File: src/rtl/wb_arb_pkg.sv
// Shared definitions for the two-master Wishbone round-robin arbiter.
//   - arbiter FSM state encoding
//   - clog2: minimum counter width (never below 1 bit)
package wb_arb_pkg;

  typedef logic [1:0] arb_state_t;

  localparam arb_state_t ST_IDLE  = 2'd0;
  localparam arb_state_t ST_OWN   = 2'd1;
  localparam arb_state_t ST_ABORT = 2'd2;

  // Bits needed to hold the values 0..v-1. Always at least 1 bit.
  function automatic int clog2(input int v);
    int r;
    r = 1;
    while ((1 << r) < v) r++;
    return r;
  endfunction

endpackage

File: src/rtl/wb_arb_watchdog.sv
// Watchdog for hung slave transfers.
//   clk_i    : clock
//   rst_i    : synchronous active-high reset
//   clr_i    : force the timer to zero (arbiter not owning an active cycle)
//   busy_i   : requests outstanding
//   kick_i   : slave responded (ack or err) this cycle
//   expire_o : combinational; TIMEOUT busy cycles passed without a response
module wb_arb_watchdog
  import wb_arb_pkg::*;
#(
  parameter int TIMEOUT = 255
) (
  input  logic clk_i,
  input  logic rst_i,
  input  logic clr_i,
  input  logic busy_i,
  input  logic kick_i,
  output logic expire_o
);

  localparam int             TW   = clog2(TIMEOUT);
  localparam logic [TW-1:0]  LAST = TW'(TIMEOUT - 1);

  logic [TW-1:0] tmr_q, tmr_d;

  // tmr holds the number of quiet busy cycles already seen; the current
  // cycle is the TIMEOUT-th one when tmr has reached TIMEOUT-1.
  assign expire_o = ~clr_i & busy_i & ~kick_i & (tmr_q == LAST);

  always_comb begin
    tmr_d = tmr_q + 1'b1;
    if (clr_i || !busy_i || kick_i || expire_o) tmr_d = '0;
  end

  always_ff @(posedge clk_i) begin
    if (rst_i) tmr_q <= '0;
    else       tmr_q <= tmr_d;
  end

endmodule

File: src/rtl/wb_rr_arbiter.sv
// Two-master to one-slave pipelined Wishbone (B4) arbiter.
// Round-robin grant held for a whole bus cycle, outstanding-request limit,
// and a watchdog that aborts the owner with a one-cycle err on a hung slave.
//   m0_wb_* / m1_wb_* : master ports (_o = driven by master, _i = to master)
//   s_wb_*            : slave port
//   MAX_OUT           : accepted-but-unanswered request limit
//   TIMEOUT           : quiet busy cycles before abort
module wb_rr_arbiter
  import wb_arb_pkg::*;
#(
  parameter int AW      = 32,
  parameter int DW      = 32,
  parameter int MAX_OUT = 4,
  parameter int TIMEOUT = 255
) (
  input  logic            clk_i,
  input  logic            rst_i,
  // master 0
  input  logic [AW-1:0]   m0_wb_addr_o,
  input  logic [DW-1:0]   m0_wb_dat_o,
  input  logic [DW/8-1:0] m0_wb_sel_o,
  input  logic            m0_wb_cyc_o,
  input  logic            m0_wb_stb_o,
  input  logic            m0_wb_we_o,
  output logic [DW-1:0]   m0_wb_dat_i,
  output logic            m0_wb_stall_i,
  output logic            m0_wb_ack_i,
  output logic            m0_wb_err_i,
  // master 1
  input  logic [AW-1:0]   m1_wb_addr_o,
  input  logic [DW-1:0]   m1_wb_dat_o,
  input  logic [DW/8-1:0] m1_wb_sel_o,
  input  logic            m1_wb_cyc_o,
  input  logic            m1_wb_stb_o,
  input  logic            m1_wb_we_o,
  output logic [DW-1:0]   m1_wb_dat_i,
  output logic            m1_wb_stall_i,
  output logic            m1_wb_ack_i,
  output logic            m1_wb_err_i,
  // slave
  output logic [AW-1:0]   s_wb_addr_o,
  output logic [DW-1:0]   s_wb_dat_o,
  output logic [DW/8-1:0] s_wb_sel_o,
  output logic            s_wb_cyc_o,
  output logic            s_wb_stb_o,
  output logic            s_wb_we_o,
  input  logic [DW-1:0]   s_wb_dat_i,
  input  logic            s_wb_stall_i,
  input  logic            s_wb_ack_i,
  input  logic            s_wb_err_i
);

  localparam int            SW    = DW / 8;
  localparam int            OW    = clog2(MAX_OUT + 1);
  localparam logic [OW-1:0] MAX_V = OW'(MAX_OUT);

  // Masters packed side by side so the owner can simply index them.
  logic [1:0]         m_cyc, m_stb, m_we;
  logic [1:0][AW-1:0] m_addr;
  logic [1:0][DW-1:0] m_wdat;
  logic [1:0][SW-1:0] m_sel;
  logic [1:0]         m_stall, m_ack, m_err;
  logic [1:0][DW-1:0] m_rdat;

  assign m_cyc  = {m1_wb_cyc_o,  m0_wb_cyc_o};
  assign m_stb  = {m1_wb_stb_o,  m0_wb_stb_o};
  assign m_we   = {m1_wb_we_o,   m0_wb_we_o};
  assign m_addr = {m1_wb_addr_o, m0_wb_addr_o};
  assign m_wdat = {m1_wb_dat_o,  m0_wb_dat_o};
  assign m_sel  = {m1_wb_sel_o,  m0_wb_sel_o};

  assign {m1_wb_stall_i, m0_wb_stall_i} = m_stall;
  assign {m1_wb_ack_i,   m0_wb_ack_i}   = m_ack;
  assign {m1_wb_err_i,   m0_wb_err_i}   = m_err;
  assign m0_wb_dat_i = m_rdat[0];
  assign m1_wb_dat_i = m_rdat[1];

  arb_state_t    state_q, state_d;
  logic          owner_q, owner_d;
  logic          last_q,  last_d;
  logic [OW-1:0] outst_q, outst_d;
  logic          err_q,   err_d;

  logic own_cyc, own_stb, full, busy, resp, accept, expire, wd_clr;

  assign own_cyc = m_cyc[owner_q];
  assign own_stb = m_stb[owner_q];
  assign full    = (outst_q == MAX_V);
  assign busy    = (outst_q != '0);
  // A response with nothing outstanding is spurious and ignored everywhere.
  assign resp    = (s_wb_ack_i | s_wb_err_i) & busy;
  assign accept  = s_wb_stb_o & ~s_wb_stall_i;
  assign wd_clr  = (state_q != ST_OWN) | ~own_cyc;

  wb_arb_watchdog #(.TIMEOUT(TIMEOUT)) u_wd (
    .clk_i    (clk_i),
    .rst_i    (rst_i),
    .clr_i    (wd_clr),
    .busy_i   (busy),
    .kick_i   (resp),
    .expire_o (expire)
  );

  // State register
  always_ff @(posedge clk_i) begin
    if (rst_i) begin
      state_q <= ST_IDLE;
      owner_q <= 1'b0;
      last_q  <= 1'b1;    // m0 wins the first tie
      outst_q <= '0;
      err_q   <= 1'b0;
    end else begin
      state_q <= state_d;
      owner_q <= owner_d;
      last_q  <= last_d;
      outst_q <= outst_d;
      err_q   <= err_d;
    end
  end

  // Next state
  always_comb begin
    state_d = state_q;
    owner_d = owner_q;
    last_d  = last_q;
    outst_d = outst_q;
    err_d   = 1'b0;
    case (state_q)
      ST_IDLE: begin
        if (|m_cyc) begin
          state_d = ST_OWN;
          owner_d = (&m_cyc) ? ~last_q : m_cyc[1];
          outst_d = '0;
        end
      end
      ST_OWN: begin
        if (!own_cyc) begin
          // Release wins over a simultaneous watchdog expiry.
          state_d = ST_IDLE;
          last_d  = owner_q;
          outst_d = '0;
        end else if (expire) begin
          state_d = ST_ABORT;
          outst_d = '0;
          err_d   = 1'b1;
        end else begin
          case ({accept, resp})
            2'b10:   outst_d = outst_q + 1'b1;
            2'b01:   outst_d = outst_q - 1'b1;
            default: outst_d = outst_q;
          endcase
        end
      end
      ST_ABORT: begin
        if (!own_cyc) begin
          state_d = ST_IDLE;
          last_d  = owner_q;
        end
      end
      default: state_d = ST_IDLE;
    endcase
  end

  // Outputs
  always_comb begin
    s_wb_addr_o = m_addr[owner_q];
    s_wb_dat_o  = m_wdat[owner_q];
    s_wb_sel_o  = m_sel[owner_q];
    s_wb_we_o   = m_we[owner_q];
    s_wb_cyc_o  = 1'b0;
    s_wb_stb_o  = 1'b0;
    m_stall     = 2'b11;
    m_ack       = 2'b00;
    m_err       = 2'b00;
    m_rdat      = '0;
    case (state_q)
      ST_OWN: begin
        s_wb_cyc_o       = own_cyc;
        s_wb_stb_o       = own_cyc & own_stb & ~full;
        m_stall[owner_q] = s_wb_stall_i | full;
        // Gated by own_cyc so responses in the release cycle are dropped.
        m_ack[owner_q]   = s_wb_ack_i & busy & own_cyc;
        m_err[owner_q]   = s_wb_err_i & busy & own_cyc;
        m_rdat[owner_q]  = s_wb_dat_i;
      end
      ST_ABORT: m_err[owner_q] = err_q;
      default: ;
    endcase
  end

endmodule

File: config.mk
export PLATFORM = sky130hd
export DESIGN_NAME = wb_rr_arbiter
export DESIGN_NICKNAME = d
export VERILOG_FILES = /design/src/rtl/wb_arb_pkg.sv /design/src/rtl/wb_arb_watchdog.sv /design/src/rtl/wb_rr_arbiter.sv
export SDC_FILE = /design/constraint.sdc
export NUM_CORES = 1
export LEC_CHECK = 0
export BUFFER_PORTS_ARGS = -buffer_cell sky130_fd_sc_hd__buf_2
export CAP_MARGIN = 20
export CELL_PAD_IN_SITES_DETAIL_PLACEMENT = 0
export CELL_PAD_IN_SITES_GLOBAL_PLACEMENT = 2
export CORE_UTILIZATION = 14
export DETAILED_ROUTE_END_ITERATION = 8
export GPL_TIMING_DRIVEN = 0
export PLACE_DENSITY = 0.83
export RECOVER_POWER = 50
export SYNTH_ARGS = -nofsm -noshare
export SYNTH_HDL_FRONTEND = slang
export SYNTH_HIERARCHICAL = 1
export SYNTH_SLANG_ARGS = --single-unit
File: constraint.sdc
create_clock -name clk_i -period 3.54 [get_ports clk_i]
set_clock_uncertainty 0.1 [all_clocks]
set_input_delay 0.354 -clock clk_i [delete_from_list [all_inputs] [get_ports clk_i]]
set_output_delay 0.354 -clock clk_i [all_outputs]
set_load 0.1 [all_outputs]
Word level (Yosys, flattened, before mapping)
Index checks and enable logic that the tools add are counted.
{"block": "op_classes", "add_sub_neg": 3, "bitwise": 27, "reduce_logical": 17, "eq_ne": 11, "mux": 34, "n_lt_le_gt_ge": 2}
{"cell": "32-bit 2-to-1 mux", "count": 5}
{"cell": "64-bit AND", "count": 1}
{"cell": "64-bit 2-to-1 mux", "count": 1}
{"cell": "32-bit demux with 1-bit select", "count": 1}
{"cell": "2-bit 2-to-1 mux", "count": 6}
{"cell": "3-bit case mux with 2 select lines", "count": 2}
{"cell": "1-bit AND", "count": 11}
{"cell": "1-bit 2-to-1 mux", "count": 11}
{"cell": "3-bit 2-to-1 mux", "count": 3}
{"cell": "8-bit by 1-bit adder with 8-bit output (second input constant)", "count": 1}
{"cell": "8-bit == test (second input constant)", "count": 1}
{"cell": "4-bit 2-to-1 mux", "count": 2}
{"cell": "1-bit NOT", "count": 7}
{"cell": "2-bit AND", "count": 3}
{"cell": "2-bit case mux with 3 select lines", "count": 1}
{"cell": "2-bit AND reduction", "count": 3}
{"cell": "3-bit AND reduction", "count": 2}
{"cell": "2-bit OR reduction", "count": 3}
{"cell": "5-bit by 2-bit != test with 1-bit output (second input constant)", "count": 1}
{"cell": "2-bit by 1-bit == test with 1-bit output (second input constant)", "count": 2}
{"cell": "2-bit == test (second input constant)", "count": 2}
{"cell": "2-bit != test (second input constant)", "count": 2}
{"cell": "2-bit case mux with 2 select lines", "count": 1}
{"cell": "3-bit by 1-bit adder with 3-bit output (second input constant)", "count": 1}
{"cell": "17 further kinds", "count": 21}
{"block": "word_totals", "input_bits": 179, "regBits": 16}

Depth between registers and ports, before layout
Gate-level depths: netlist (run 1).
{"block": "depth", "word_depth": 11, "mapped_depth": 11, "mapped_depth_nobuf": 9}

Hierarchy
The synthesis (run 1) kept the hierarchy.
{"mod": "wb_rr_arbiter", "area_per_inst_um2": 1845.5, "instances": 1, "cells_each": 231, "seq_area_each_um2": 160.2}
{"mod": "wb_arb_watchdog", "area_per_inst_um2": 390.4, "instances": 1, "cells_each": 42, "seq_area_each_um2": 160.2}

Least setup slack after synthesis (run 1)
OpenSTA, ideal clock, no wires.
{"block": "synth_timing", "path_type": "reg-to-output", "start": "register owner_q", "end": "output s_wb_stb_o", "path_stages_with_launch": 7, "slack_ps": 662, "arrival_time_ps": 2424, "path_cell_list": "dfxtp_1 > buf_2 > buf_2 > nand3_1 > o21ai_0 > nand2_1 > a21oi_1"}
{"block": "synth_via", "elab_chain_cells": 5, "word_cells_on_any_way": 7, "classes_between": "mux (5); bitwise (2)"}
{"item": "start, declared", "line": "wb_rr_arbiter.sv:79", "text": "logic owner_q, owner_d;"}
{"item": "start signal, assigned", "line": "wb_rr_arbiter.sv:114", "text": "owner_q <= owner_d;"}
{"item": "1-bit 2-to-1 mux, on equally long branches (2 in a row)", "line": "wb_rr_arbiter.sv:86, wb_rr_arbiter.sv:87"}
{"item": "1-bit AND * (2 in a row)", "line": "wb_rr_arbiter.sv:179", "text": "s_wb_stb_o = own_cyc & own_stb & ~full;"}
{"item": "1-bit 2-to-1 mux *", "line": "wb_rr_arbiter.sv:176", "text": "case (state_q)"}
{"item": "end, declared", "line": "wb_rr_arbiter.sv:45", "text": "output logic s_wb_stb_o,"}
Mark *: on every way between the ends. The rest lies on a longest branch, timed or not. The select of a mux whose other input is x is not followed.

Final worst setup path (run 1)
{"block": "layout_timing", "start": "register owner_q", "end": "output s_wb_dat_o[8]"}
{"block": "layout_via", "elab_chain_cells": 2}
{"item": "32-bit 2-to-1 mux (implied by the code) (2 in a row)", "line": "wb_rr_arbiter.sv:167", "text": "s_wb_dat_o = m_wdat[owner_q];"}
{"item": "end, declared", "line": "wb_rr_arbiter.sv:42", "text": "output logic [DW-1:0] s_wb_dat_o,"}
Every way passes these cells. The select of a mux whose other input is x is not followed.

==> results of run 1 <==
-- kinds of logic (layout without fill, tap and decap cells) --
family	Yosys count	after routing	share of synthesized area
xor gates and xnor gates	3	3	0.0118
other	0	1	0
buffers and inverters	30	353	0.0548
adders and majority gates	7	7	0.0425
muxes	70	70	0.352
DFF	16	16	0.143
and+or+nand+nor	117	117	0.306
AOI/OAI and AO/OA	30	30	0.0895
-- critical path: stages, from the launching register on --
cell and delay (ns):
sky130_fd_sc_hd__dfxtp_1 0.36, sky130_fd_sc_hd__buf_2 0.29, sky130_fd_sc_hd__clkbuf_1 0.48, sky130_fd_sc_hd__mux2_2 0.27
sky130_fd_sc_hd__clkbuf_1 0.95
-- state kept, by name, summed over array words and instances (netlist names) --
register,count
err_q,1
last_q,1
outst_q,3
owner_q,1
state_q,2
u_wd/tmr_q,8
-- area by class of cell --
type                    instances  area (µm²)  area share
multi-input cells             227        1790       0.437
repair buffers                319        1520       0.371
flip-flops and latches         16         320      0.0781
diodes                          1        2.50    0.000611
plain buffers                  20        77.6      0.0189
clock buffers                   4        88.8      0.0217
inverters                      10        37.5     0.00916
well taps                     211         264      0.0644
-- final timing paths --
path / endpoint / slack, ns / start / cells after the start
setup / recovery: s_wb_dat_o[8] / 0.46 / owner_q / 4
hold / removal: u_wd/tmr_q[5] / 0.31 / rst_i / 3
setup reg to reg: outst_q[2] / 0.64 / owner_q / 11
hold reg to reg: u_wd/tmr_q[0] / 0.41 / u_wd/tmr_q[0] / 1
-- power breakdown --
group | switching (µW) | internal (µW) | leakage, µW
combinational | 1330 | 288 | 0.00200
sequential | 4.76 | 188 | 0.000130
clock | 74.8 | 172 | 0.0000442
-- layer usage --
layer,wire length [µm],track usage
met5,0,0
met4,59,0.0173
met3,962,0.0274
met2,6660,0.259
met1,5910,0.199
-- cells in the final DEF (no fill, tap or decap), types with 2 or more instances in the layout --
master	n
sky130_fd_sc_hd__a21oi_1	8
sky130_fd_sc_hd__dfxtp_1	16
sky130_fd_sc_hd__mux2_2	69
sky130_fd_sc_hd__and3_1	34
sky130_fd_sc_hd__o21ai_0	8
sky130_fd_sc_hd__nand2b_1	4
sky130_fd_sc_hd__clkbuf_1	80
sky130_fd_sc_hd__nand4_1	2
sky130_fd_sc_hd__xor2_1	2
sky130_fd_sc_hd__ha_1	6
sky130_fd_sc_hd__nor3_1	3
sky130_fd_sc_hd__nand2_1	10
sky130_fd_sc_hd__buf_2	259
sky130_fd_sc_hd__nor2_1	12
sky130_fd_sc_hd__clkbuf_16	3
sky130_fd_sc_hd__inv_1	10
sky130_fd_sc_hd__a21o_1	2
sky130_fd_sc_hd__nand3_1	5
sky130_fd_sc_hd__or3_1	4
sky130_fd_sc_hd__and2_1	33
-- metrics by stage --
| stage | cells | util | setup slack [ns] | power, µW | hold WS [ns] |
|---|---|---|---|---|---|
| finish | 808 | 0.267 | 0.463 | 2050 | 0.313 |
| global route | 807 | 0.267 | 0.293 | 2130 | 0.335 |
| CTS | 807 | 0.272 | 0.513 | 2090 | 0.321 |
| detailed placement | 803 | 0.267 | 0.616 | 1840 | 0.386 |
| global placement | 803 | 0.267 | 0.651 | 1840 | 0.380 |
| floorplan | 273 | - | 0.662 | 1530 | 0.353 |
==> impl.org, run 1 <==
** Global route
- Global-route usage over all layers :: 0.150
- Via count of the first global-routing pass :: 3086
- The initial antenna violation count came to 0.
- Global-route wire length before repair :: 18.6 mm
- Largest net degree at the start of global routing :: 11
- Overflow left after global routing :: 0

** Detailed routing
- The first detailed-routing pass ran for 5 iterations.
- DRC viols :: 0
- The count of nets left with antenna violations once routing finished came out at 0.
- Number of vias per cell :: 4.00
- The routed layout has 3235 vias.
- After the first detailed-routing iteration, the DRC count stood at 88.
- Routed wirelength normalized by instance count :: 16.8 µm
- The routed design has 13.6 mm of wire.

** Placement
- After detailed placement, the total cell area comes to 4100 µm².
- Weighted congestion at the end of routability-driven global placement :: 0.814
- Count of port buffers added during placement :: 319
- Detailed placement finished with a half-perimeter wire length of 12.0 mm.

** CTS
- In this run the number of H-tree levels came out at 1.
- In this run the post-CTS setup repair buffer count came out at 0.
- Clock network latency to the later pin of the worst-skew pair :: 0.25 ns
- Once the clock tree was built, the resizer swapped 0 gates to a different size.
- TritonCTS built the clock tree.
- In this run, CTS created clock tree buffers numbering 3.
- Clock-pin slew on the worst setup and hold paths :: 0.05 ns
- Hold-fix buffers at CTS :: 0
- The tree is rooted in a sky130_fd_sc_hd__clkbuf_16.
- Longest Clk Path Bufs :: 2
- Counting every sink on the clock net gives 16.

** Synth
- During synthesis, Yosys emitted a total of 6 warnings.
- Unique cell type count in the Yosys netlist :: 45
- Of the synthesized area, sequential elements account for 0.143.
- The most common cell in the synthesized netlist is sky130_fd_sc_hd__mux2_2.
- Number of nets in the synthesized netlist :: 459
- Count of flip-flops with a built-in enable after synthesis :: 0
- Synth top area share :: 0.348
- Sorting the synthesized cells by area gives the leading types as sky130_fd_sc_hd__mux2_2 (35%), sky130_fd_sc_hd__dfxtp_1 (14%), sky130_fd_sc_hd__and3_1 (9.5%).
- Most instantiated cells after synthesis :: sky130_fd_sc_hd__mux2_2 (69), sky130_fd_sc_hd__and3_1 (34), sky130_fd_sc_hd__and2_1 (33)
- Number of flip-flops and latches in the synthesized netlist :: 16
- Mapped Cells :: 273
- Dominant register cell in the synthesized netlist :: sky130_fd_sc_hd__dfxtp_1
- After synthesis, the mean cell area works out to 8.19 µm².
- Cell type contributing the most total cell area after synthesis :: sky130_fd_sc_hd__mux2_2
- The mapped netlist covers 2240 µm².
- Synth async-reset ratio :: 0

** Timing
- The worst path needs 3.08 ns of the cycle, external delays included.
- Setup repair after global routing missed its margin :: no
- The worst pin sits at a relative slew slack of 0.131.
- For the pin with the worst max-slew slack, the measured transition is 1.31 ns.
- In the final timing run, aggregate negative setup slack is 0 ns.
- Endpoints failing hold :: 0
- Number of pins with negative max-slew slack in the final report :: 0
- In the finished design, the share of the clock period the worst path needs comes to 0.869.
- Max Clk Rate :: 0.325 GHz
- Total of endpoints with negative setup slack in the final report :: 0

** Job
- Number of max-cap violations :: 0

** Die
- The die is 128 µm tall.
- In this run the standard cell core region covers 15400 µm².
- Width of the die :: 128 µm
- For this configuration, the core starts out at a cell density of 0.145.
- Number of top-level design ports :: 320
- The floorplan has 45 rows.
- Die area :: 16500 µm²

** Layout
- Fill cells in the final layout number 1780.
- In the final layout, the share of cells above drive strength 1 is 0.565.
- Final net count :: 783
- Compared with the post-synthesis result, the final layout area differs by 83.3%.
- After routing the design area is 4100 µm².

** Hold path
- The worst hold path belongs to the class input port to flop.

** Critical path
- Type of the worst setup path :: flop to primary output
- CP Capture Type :: primary output
- Worst-path maximum fanout :: 10
- Crit start category :: flop
- Data on the critical path is required at its endpoint by 3.09 ns.
- Signal arrival time at the worst endpoint :: 2.62 ns

** Power
- Total power density per cell area :: 501 nW/µm²
- Pleak :: 0.00218 µW
- VDD IR-drop max :: 0.182 mV

** Outcome
- The flow ran to the end, and the final reports show no timing, DRC or antenna violations.
Note: power is estimated with default switching activity, not from simulation.
==> run 2: changes to the inputs <==
- CELL_PAD_IN_SITES_DETAIL_PLACEMENT: 0 -> 2
- CTS_BUF_LIST: default -> sky130_fd_sc_hd__clkbuf_16
==> run 2 against run 1 <==
Net effect: critical path depth is the same; cell count shrank 0.25%; sequential share of layout area is essentially flat; first-iteration DRC count shrank 27%; global-route usage grew 2.6 points; critical path type unchanged; critical endpoint unchanged; largest cell class unchanged; largest power group unchanged.
==> impl.org, run 2 (synthesis results as in run 1) <==
** Outcome
- Outcome :: complete, no violations (unchanged)

** Layout
- The diode insertion count for antenna repair is 0 (was 1).
- The number of nets in the layout is 783 (unchanged).
- Area of combinational cells with multiple inputs :: 1790 µm² (unchanged)
- Register name with the most flops :: u_wd/tmr_q (unchanged)
- The number of filler instances in the final layout is 1940 (was 1780).
- The area added between synthesis and finish came to 82.7% (was 83.3%).
- Flip-flop and latch area :: 320 µm² (unchanged)
- Final cell area excluding filler cells :: 4080 µm² (was 4100 µm²)
- Leading cell types in the layout, fill and taps excluded: sky130_fd_sc_hd__buf_2 (260), sky130_fd_sc_hd__clkbuf_1 (79), sky130_fd_sc_hd__mux2_2 (69) (was sky130_fd_sc_hd__buf_2 (259), sky130_fd_sc_hd__clkbuf_1 (80), sky130_fd_sc_hd__mux2_2 (69)).
- Most common cell after layout, fill and taps aside :: sky130_fd_sc_hd__buf_2 (unchanged)
- Leading registers by flop count: u_wd/tmr_q (8), outst_q (3), state_q (2) (unchanged).
- The number of flip-flops under the largest register name came to 8 (unchanged).
- Share of cells above drive strength 1 :: 0.566 (was 0.565)

** Critical path
- The slowest library cell on the worst path is sky130_fd_sc_hd__clkbuf_1 (unchanged).
- CP Capture Type :: primary output (unchanged)
- Category of cells accounting for the largest share of critical-path delay :: buffers and inverters (unchanged)
- Crit path cell chain: buf_2, clkbuf_1, mux2_2, clkbuf_1 (unchanged).
- The startpoint class of the critical path is a flop (unchanged).
- The critical path class is flop to primary output (unchanged).
- Worst path bufs/invs :: 3 (unchanged)
- Signal arrival time at the worst endpoint :: 2.65 ns (was 2.62 ns)
- Endpoint required time on the critical path :: 3.09 ns (about the same)
- Largest incremental delay on the critical path :: 0.94 ns (was 0.95 ns)
- The cell with the most instances on the worst path is sky130_fd_sc_hd__clkbuf_1 (unchanged).
- Worst-path maximum fanout :: 10 (unchanged)

** CTS
- Deepest level of the CTS H-tree :: 1 (unchanged)
- Clock network latency to the later pin of the worst-skew pair :: 0.24 ns (was 0.25 ns)
- The root buffer cell was sky130_fd_sc_hd__clkbuf_16 (unchanged).
- The sink count of the clock tree was 16 (unchanged).
- The clock tree from TritonCTS is yes (unchanged).
- CTS Buf Count :: 3 (unchanged)
- The maximum count of clock buffers along a single path was 2 (unchanged).
- The clock-pin slew on the worst setup and hold paths was 0.05 ns (about the same).
- The number of hold buffers added after cts is 0 (unchanged).
- Number of gates given a new drive strength after cts :: 0 (unchanged)
- The number of buffers added for setup after CTS came to 0 (unchanged).

** Die
- Die area :: 16500 µm² (unchanged)
- The placeable core region is 15400 µm² (unchanged).
- The die width was 128 µm (unchanged).
- Die height :: 128 µm (unchanged)
- The I/O pin count is 320 (unchanged).
- The effective utilization at floorplan is 0.145 (unchanged).
- The number of cell rows came to 45 (unchanged).

** Placement
- Half-perimeter wire length of the detailed placement result :: 14.0 mm (was 12.0 mm)
- The weighted congestion reported at the end of routability-driven placement came to 0.814 (unchanged).
- Placement-stage cell area :: 4100 µm² (unchanged)
- The quantity of I/O buffers inserted on ports was 319 (unchanged).

** Timing
- Number of pins with negative max-slew slack in the final report :: 0 (unchanged)
- The final period utilization is 0.876 (was 0.869).
- Remaining max-slew budget at the tightest pin :: 0.141 (was 0.131)
- Max Clk Rate :: 0.322 GHz (was 0.325 GHz)
- The transition time of the tightest slew-check pin is 1.29 ns (was 1.31 ns).
- The number of setup violations in the final report was 0 (unchanged).
- The total negative slack for setup checks came to 0 ns (unchanged).
- Final critical path time including I/O delays and setup :: 3.10 ns (was 3.08 ns)
- Setup repair after global routing missed its margin: no (unchanged).
- Endpoints failing hold :: 0 (unchanged)

** Detailed routing
- Number of vias per cell :: 4.17 (was 4.00)
- The detailed-route via count was 3361 (was 3235).
- Initial DRC Count :: 64 (was 88)
- DRC viols :: 0 (unchanged)
- The total wire length came to 15.8 mm (was 13.6 mm).
- Final antenna-violating net count :: 0 (unchanged)
- Routed wirelength normalized by instance count :: 19.6 µm (was 16.8 µm)
- The detailed-routing iteration count for the pre-antenna-repair pass came to 4 (was 5).

** Global route
- Via count of the first global-routing pass :: 3589 (was 3086)
- Global-route wire length before repair :: 21.8 mm (was 18.6 mm)
- The initial antenna violation count is 0 (unchanged).
- The pin count of the biggest net entering global routing came to 11 (unchanged).
- The sum of overflow across all layers after global routing was 0 (unchanged).
- Global-route usage over all layers :: 0.177 (was 0.150)

** Power
- The largest voltage drop on the vdd net came to 0.136 mV (was 0.182 mV).
- Pleak :: 0.00217 µW (was 0.00218 µW)
- Total power density per cell area :: 500 nW/µm² (was 501 nW/µm²)

** Job
- The total of max-cap violations came to 0 (unchanged).

** Hold path
- Worst min-delay path category :: input port to flop (unchanged)
run 2: changes by cell type in the layout (fill, tap and decap cells not counted):
cell / previous run / this run
sky130_fd_sc_hd__buf_2: 259 / 260
sky130_fd_sc_hd__clkbuf_1: 80 / 79
sky130_fd_sc_hd__clkbuf_8: 1 / 0
sky130_fd_sc_hd__diode_2: 1 / 0
run 2: path summary, 6_finish.rpt:
path / from / end / slack, ns / cells past startpoint
worst max-delay path: owner_q / s_wb_dat_o[8] / 0.44 / 4
worst min-delay path: rst_i / u_wd/tmr_q[5] / 0.33 / 3
worst max register to register: owner_q / outst_q[2] / 0.64 / 11
worst min register to register: u_wd/tmr_q[0] / u_wd/tmr_q[0] / 0.39 / 1
run 2: worst reg2reg max path: cells and delay by family (launching register included):
kind                       cells  cell delay [ns]
AOI/OAI and AO/OA              2             0.30
buffers and inverters          2             0.61
adders and majority gates      2             0.65
and+or+nand+nor                4             0.63
DFF                            1             0.36
xor gates and xnor gates       1             0.20
run 2: area by class of cell:
cell class	count	share of cell area
plain buffers	20	0.0190
clock buffers	3	0.0184
flip-flops and latches	16	0.0784
repair buffers	319	0.372
well taps	211	0.0646
multi-input cells	227	0.438
inverters	10	0.00919
run 2: power breakdown:
group	total, µW	switching, µW	internal, µW
clock network	217	68.8	148
logic	1630	1340	289
registers	192	4.59	188
run 2: routing by layer:
metal	part of all wire	GRT usage
met1	0.39	0.202
met2	0.53	0.341
met4	0.0096	0.0201
met3	0.070	0.0391
met5	0	0
run 2: through the flow:
step           power (µW)  hold slack, ns  std cells  setup WS [ns]   util
2_1_floorplan        1530           0.353        273          0.662      -
5_1_grt              2110           0.340        806          0.298  0.266
6_report             2040           0.326        806          0.439  0.266
3_3_place_gp         1840           0.380        803          0.651  0.267
4_1_cts              2080           0.334        806          0.500  0.271
3_5_place_dp         1860           0.387        803          0.634  0.267
==> run 3: changes to the inputs <==
- CAP_MARGIN: 20 -> default
- REMOVE_ABC_BUFFERS: default -> 1
==> run 3 against run 2 <==
Net effect: critical path depth rose by 2; largest cell class unchanged; largest power group unchanged; clock power rose by 6%; sequential share of layout area rose by 0.15 points; combinational power barely moved; utilization fell by 0.18 points; cell count fell by 2.0%; fmax rose by 1.3%; highest routed layer is now met5; design area fell by 0.67%; sequential cell count did not move; worst setup slack improved by 0.039 ns; total power rose by 0.97%; critical endpoint is now m0_wb_dat_i[21].
==> impl.org, run 3 (synthesis results as in run 1) <==
** Detailed routing
- Total wire length :: 16.8 mm (was 15.8 mm)
- The post-route antenna net violation count came to 0 (unchanged).
- The average routed wire per standard cell is 21.3 µm (was 19.6 µm).
- Number of vias in the routed layout :: 3400 (was 3361)
- The number of DRC violations after detailed routing is 0 (unchanged).
- Number of vias per cell :: 4.30 (was 4.17)
- The detailed-routing iteration count for the pre-antenna-repair pass was 4 (unchanged).
- Initial DRC Count :: 106 (was 64)

** Layout
- The share of final-layout standard cells stronger than drive strength 1 is 0.574 (was 0.566).
- The most common cell after layout, fill and taps aside is sky130_fd_sc_hd__buf_2 (unchanged).
- The number of nets in the layout came to 765 (was 783).
- Number of flip-flops under the largest register name :: 8 (unchanged)
- Register name with the most flops :: u_wd/tmr_q (unchanged)
- Leading registers by flop count :: u_wd/tmr_q (8), outst_q (3), state_q (2) (unchanged)
- Area delta synth->final :: 81.4% (was 82.7%)
- The fraction of the core area covered by cells at the end of the flow came to 0.264 (was 0.266).
- Leading cell types in the layout, fill and taps excluded: sky130_fd_sc_hd__buf_2 (249), sky130_fd_sc_hd__clkbuf_1 (70), sky130_fd_sc_hd__mux2_2 (69) (was sky130_fd_sc_hd__buf_2 (260), sky130_fd_sc_hd__clkbuf_1 (79), sky130_fd_sc_hd__mux2_2 (69)).

** Die
- The placeable core region was 15400 µm² (unchanged).
- The effective utilization at floorplan is 0.145 (unchanged).
- Die area :: 16500 µm² (unchanged)
- Die height :: 128 µm (unchanged)
- The die width came to 128 µm (unchanged).
- Site row count :: 45 (unchanged)
- Number of top-level design ports :: 320 (unchanged)

** CTS
- The clock latency of the later-clocked register in the worst-skew pair is 0.25 ns (was 0.24 ns).
- The number of clock buffers inserted by TritonCTS came to 3 (unchanged).
- The clock tree from TritonCTS is yes (unchanged).
- The sink count of the clock tree came to 16 (unchanged).
- The clock-pin slew on the worst setup and hold paths is 0.05 ns (about the same).
- Deepest level of the CTS H-tree :: 1 (unchanged)
- Longest Clk Path Bufs :: 2 (unchanged)
- Clock root buffer :: sky130_fd_sc_hd__clkbuf_16 (unchanged)

** Critical path
- The delay of the slowest cell on the worst path is 0.62 ns (was 0.94 ns).
- FF-to-FF End :: outst_q[0] (was outst_q[2])
- The count of buffering cells on the critical path with inverters included came to 3 (unchanged).
- Crit path cell chain: inv_1, ha_2, nor2b_2, buf_8, and2_1, buf_2 (was buf_2, clkbuf_1, mux2_2, clkbuf_1).
- The worst endpoint required time was 3.09 ns (about the same).
- The capturing element type of the critical path is a primary output (unchanged).
- The family with the most delay on the worst path was buffers and inverters (unchanged).
- R2R Setup Slk :: 0.54 ns (was 0.64 ns)
- The total stage count of the critical path was 6 (was 4).
- Worst-path maximum fanout :: 40 (was 10)
- The slowest library cell on the worst path is sky130_fd_sc_hd__ha_2 (was sky130_fd_sc_hd__clkbuf_1).
- Cells on worst reg2reg path :: 8 (was 11)
- The startpoint of the worst-slack reg-to-reg timing path is owner_q (unchanged).
- The startpoint class of the critical path was a flop (unchanged).
- The launching element of the worst setup path is state_q[1] (was owner_q).
- The arrival time at the worst endpoint was 2.61 ns (was 2.65 ns).
- End point of the critical path :: m0_wb_dat_i[21] (was s_wb_dat_o[8])
- Type of the worst setup path :: flop to primary output (unchanged)

** Hold path
- The path category of the worst min-delay check is input port to flop (unchanged).

** Placement
- The weighted congestion reported at the end of routability-driven placement is 0.960 (was 0.814).
- The quantity of I/O buffers inserted on ports came to 319 (unchanged).
- Half-perimeter wire length of the detailed placement result :: 15.1 mm (was 14.0 mm)

** Power
- The power density over cell area was 509 nW/µm² (was 500 nW/µm²).
- The leakage dissipation came to 0.00209 µW (was 0.00217 µW).
- The largest voltage drop on the vdd net was 0.189 mV (was 0.136 mV).

** Timing
- Total of endpoints with negative setup slack in the final report :: 0 (unchanged)
- Setup repair after global routing missed its margin: no (unchanged).
- The number of failing hold endpoints at the final stage came to 0 (unchanged).
- Final critical path time including I/O delays and setup :: 3.06 ns (was 3.10 ns)
- Max Clk Rate :: 0.327 GHz (was 0.322 GHz)
- Transition time of the tightest slew-check pin :: 1.44 ns (was 1.29 ns)
- Setup tns final :: 0 ns (unchanged)
- Period utilization :: 0.865 (was 0.876)
- The final-report max-slew violation count is 0 (unchanged).
- The headroom to the max-slew limit was 0.0465 (was 0.141).

** Job
- Number of max-cap violations :: 0 (unchanged)

** Global route
- The sum of overflow across all layers after global routing is 0 (unchanged).
- Largest net degree at the start of global routing :: 65 (was 11)
- The via count of the first global-routing pass is 3692 (was 3589).
- Global-route usage over all layers :: 0.196 (was 0.177)
- The initial antenna violation count was 6 (was 0).
- The first-pass GRT wire length was 23.5 mm (was 21.8 mm).

** Outcome
- Outcome: complete, no violations (unchanged).
run 3: final cells by class:
type / count / area (µm²)
multi-input combinational: 227 / 1800
antenna: 1 / 2.50
fill: 1922 / 11300
sequential: 16 / 324
timing repair buffer: 321 / 1550
inverter: 10 / 37.5
tap: 211 / 264
clock inverter: 1 / 3.75
clock buffer: 3 / 75.1
run 3: through the flow:
stage	power, µW	std cells	worst slack [ns]	hold slack (ns)	instance area, µm²
final	2060	790	0.478	0.323	4060
after global routing	2130	789	0.298	0.350	4050
after CTS	2090	789	0.0258	0.328	4140
after detailed placement	1860	785	0.268	0.398	4060
after global placement	1840	783	-2.79	0.379	4010
after floorplan	1510	253	-1.49	0.323	2150
run 3: worst reg2reg max path, cell delays in order, from the launching register on:
cell,delay [ns]
sky130_fd_sc_hd__dfxtp_4,0.74
sky130_fd_sc_hd__mux2i_1,0.61
sky130_fd_sc_hd__nand2b_1,0.28
sky130_fd_sc_hd__nand2b_1,0.15
sky130_fd_sc_hd__nor4_1,0.06
sky130_fd_sc_hd__nand2b_1,0.21
sky130_fd_sc_hd__or2_1,0.28
sky130_fd_sc_hd__or3_1,0.32
sky130_fd_sc_hd__a21oi_1,0.17
run 3: how the worst min path moves through the flow:
stage               cells after the start           from  slack (ns)            end
detailed placement                      1  u_wd/tmr_q[0]        0.40  u_wd/tmr_q[0]
floorplan                               1          rst_i        0.32     outst_q[0]
global placement                        1  u_wd/tmr_q[0]        0.38  u_wd/tmr_q[0]
CTS                                     2          rst_i        0.33        owner_q
global route                            2          rst_i        0.35        owner_q
finish                                  2          rst_i        0.32        owner_q
run 3: metal layers:
layer	track usage	part of all wire	vias up
li1	-	-	1589
met1	0.221	0.38	1596
met2	0.355	0.48	190
met3	0.0807	0.12	17
met4	0.0221	0.0072	8
met5	0	0.0033	-
run 3: where the power goes:
part	internal, µW	leakage, µW	total, µW	switching [µW]
clock network	150	0.0000385	229	78.6
logic	296	0.00192	1620	1320
registers	188	0.000130	216	27.9
total	634	0.00209	2060	1430
run 3: repair_timing:
item,in CTS,in global routing
gates resized for setup,0,1
hold buffers,0,0
setup endpoints to repair,0,30
buffers inserted,0,0
endpoints found under the hold margin,0,0
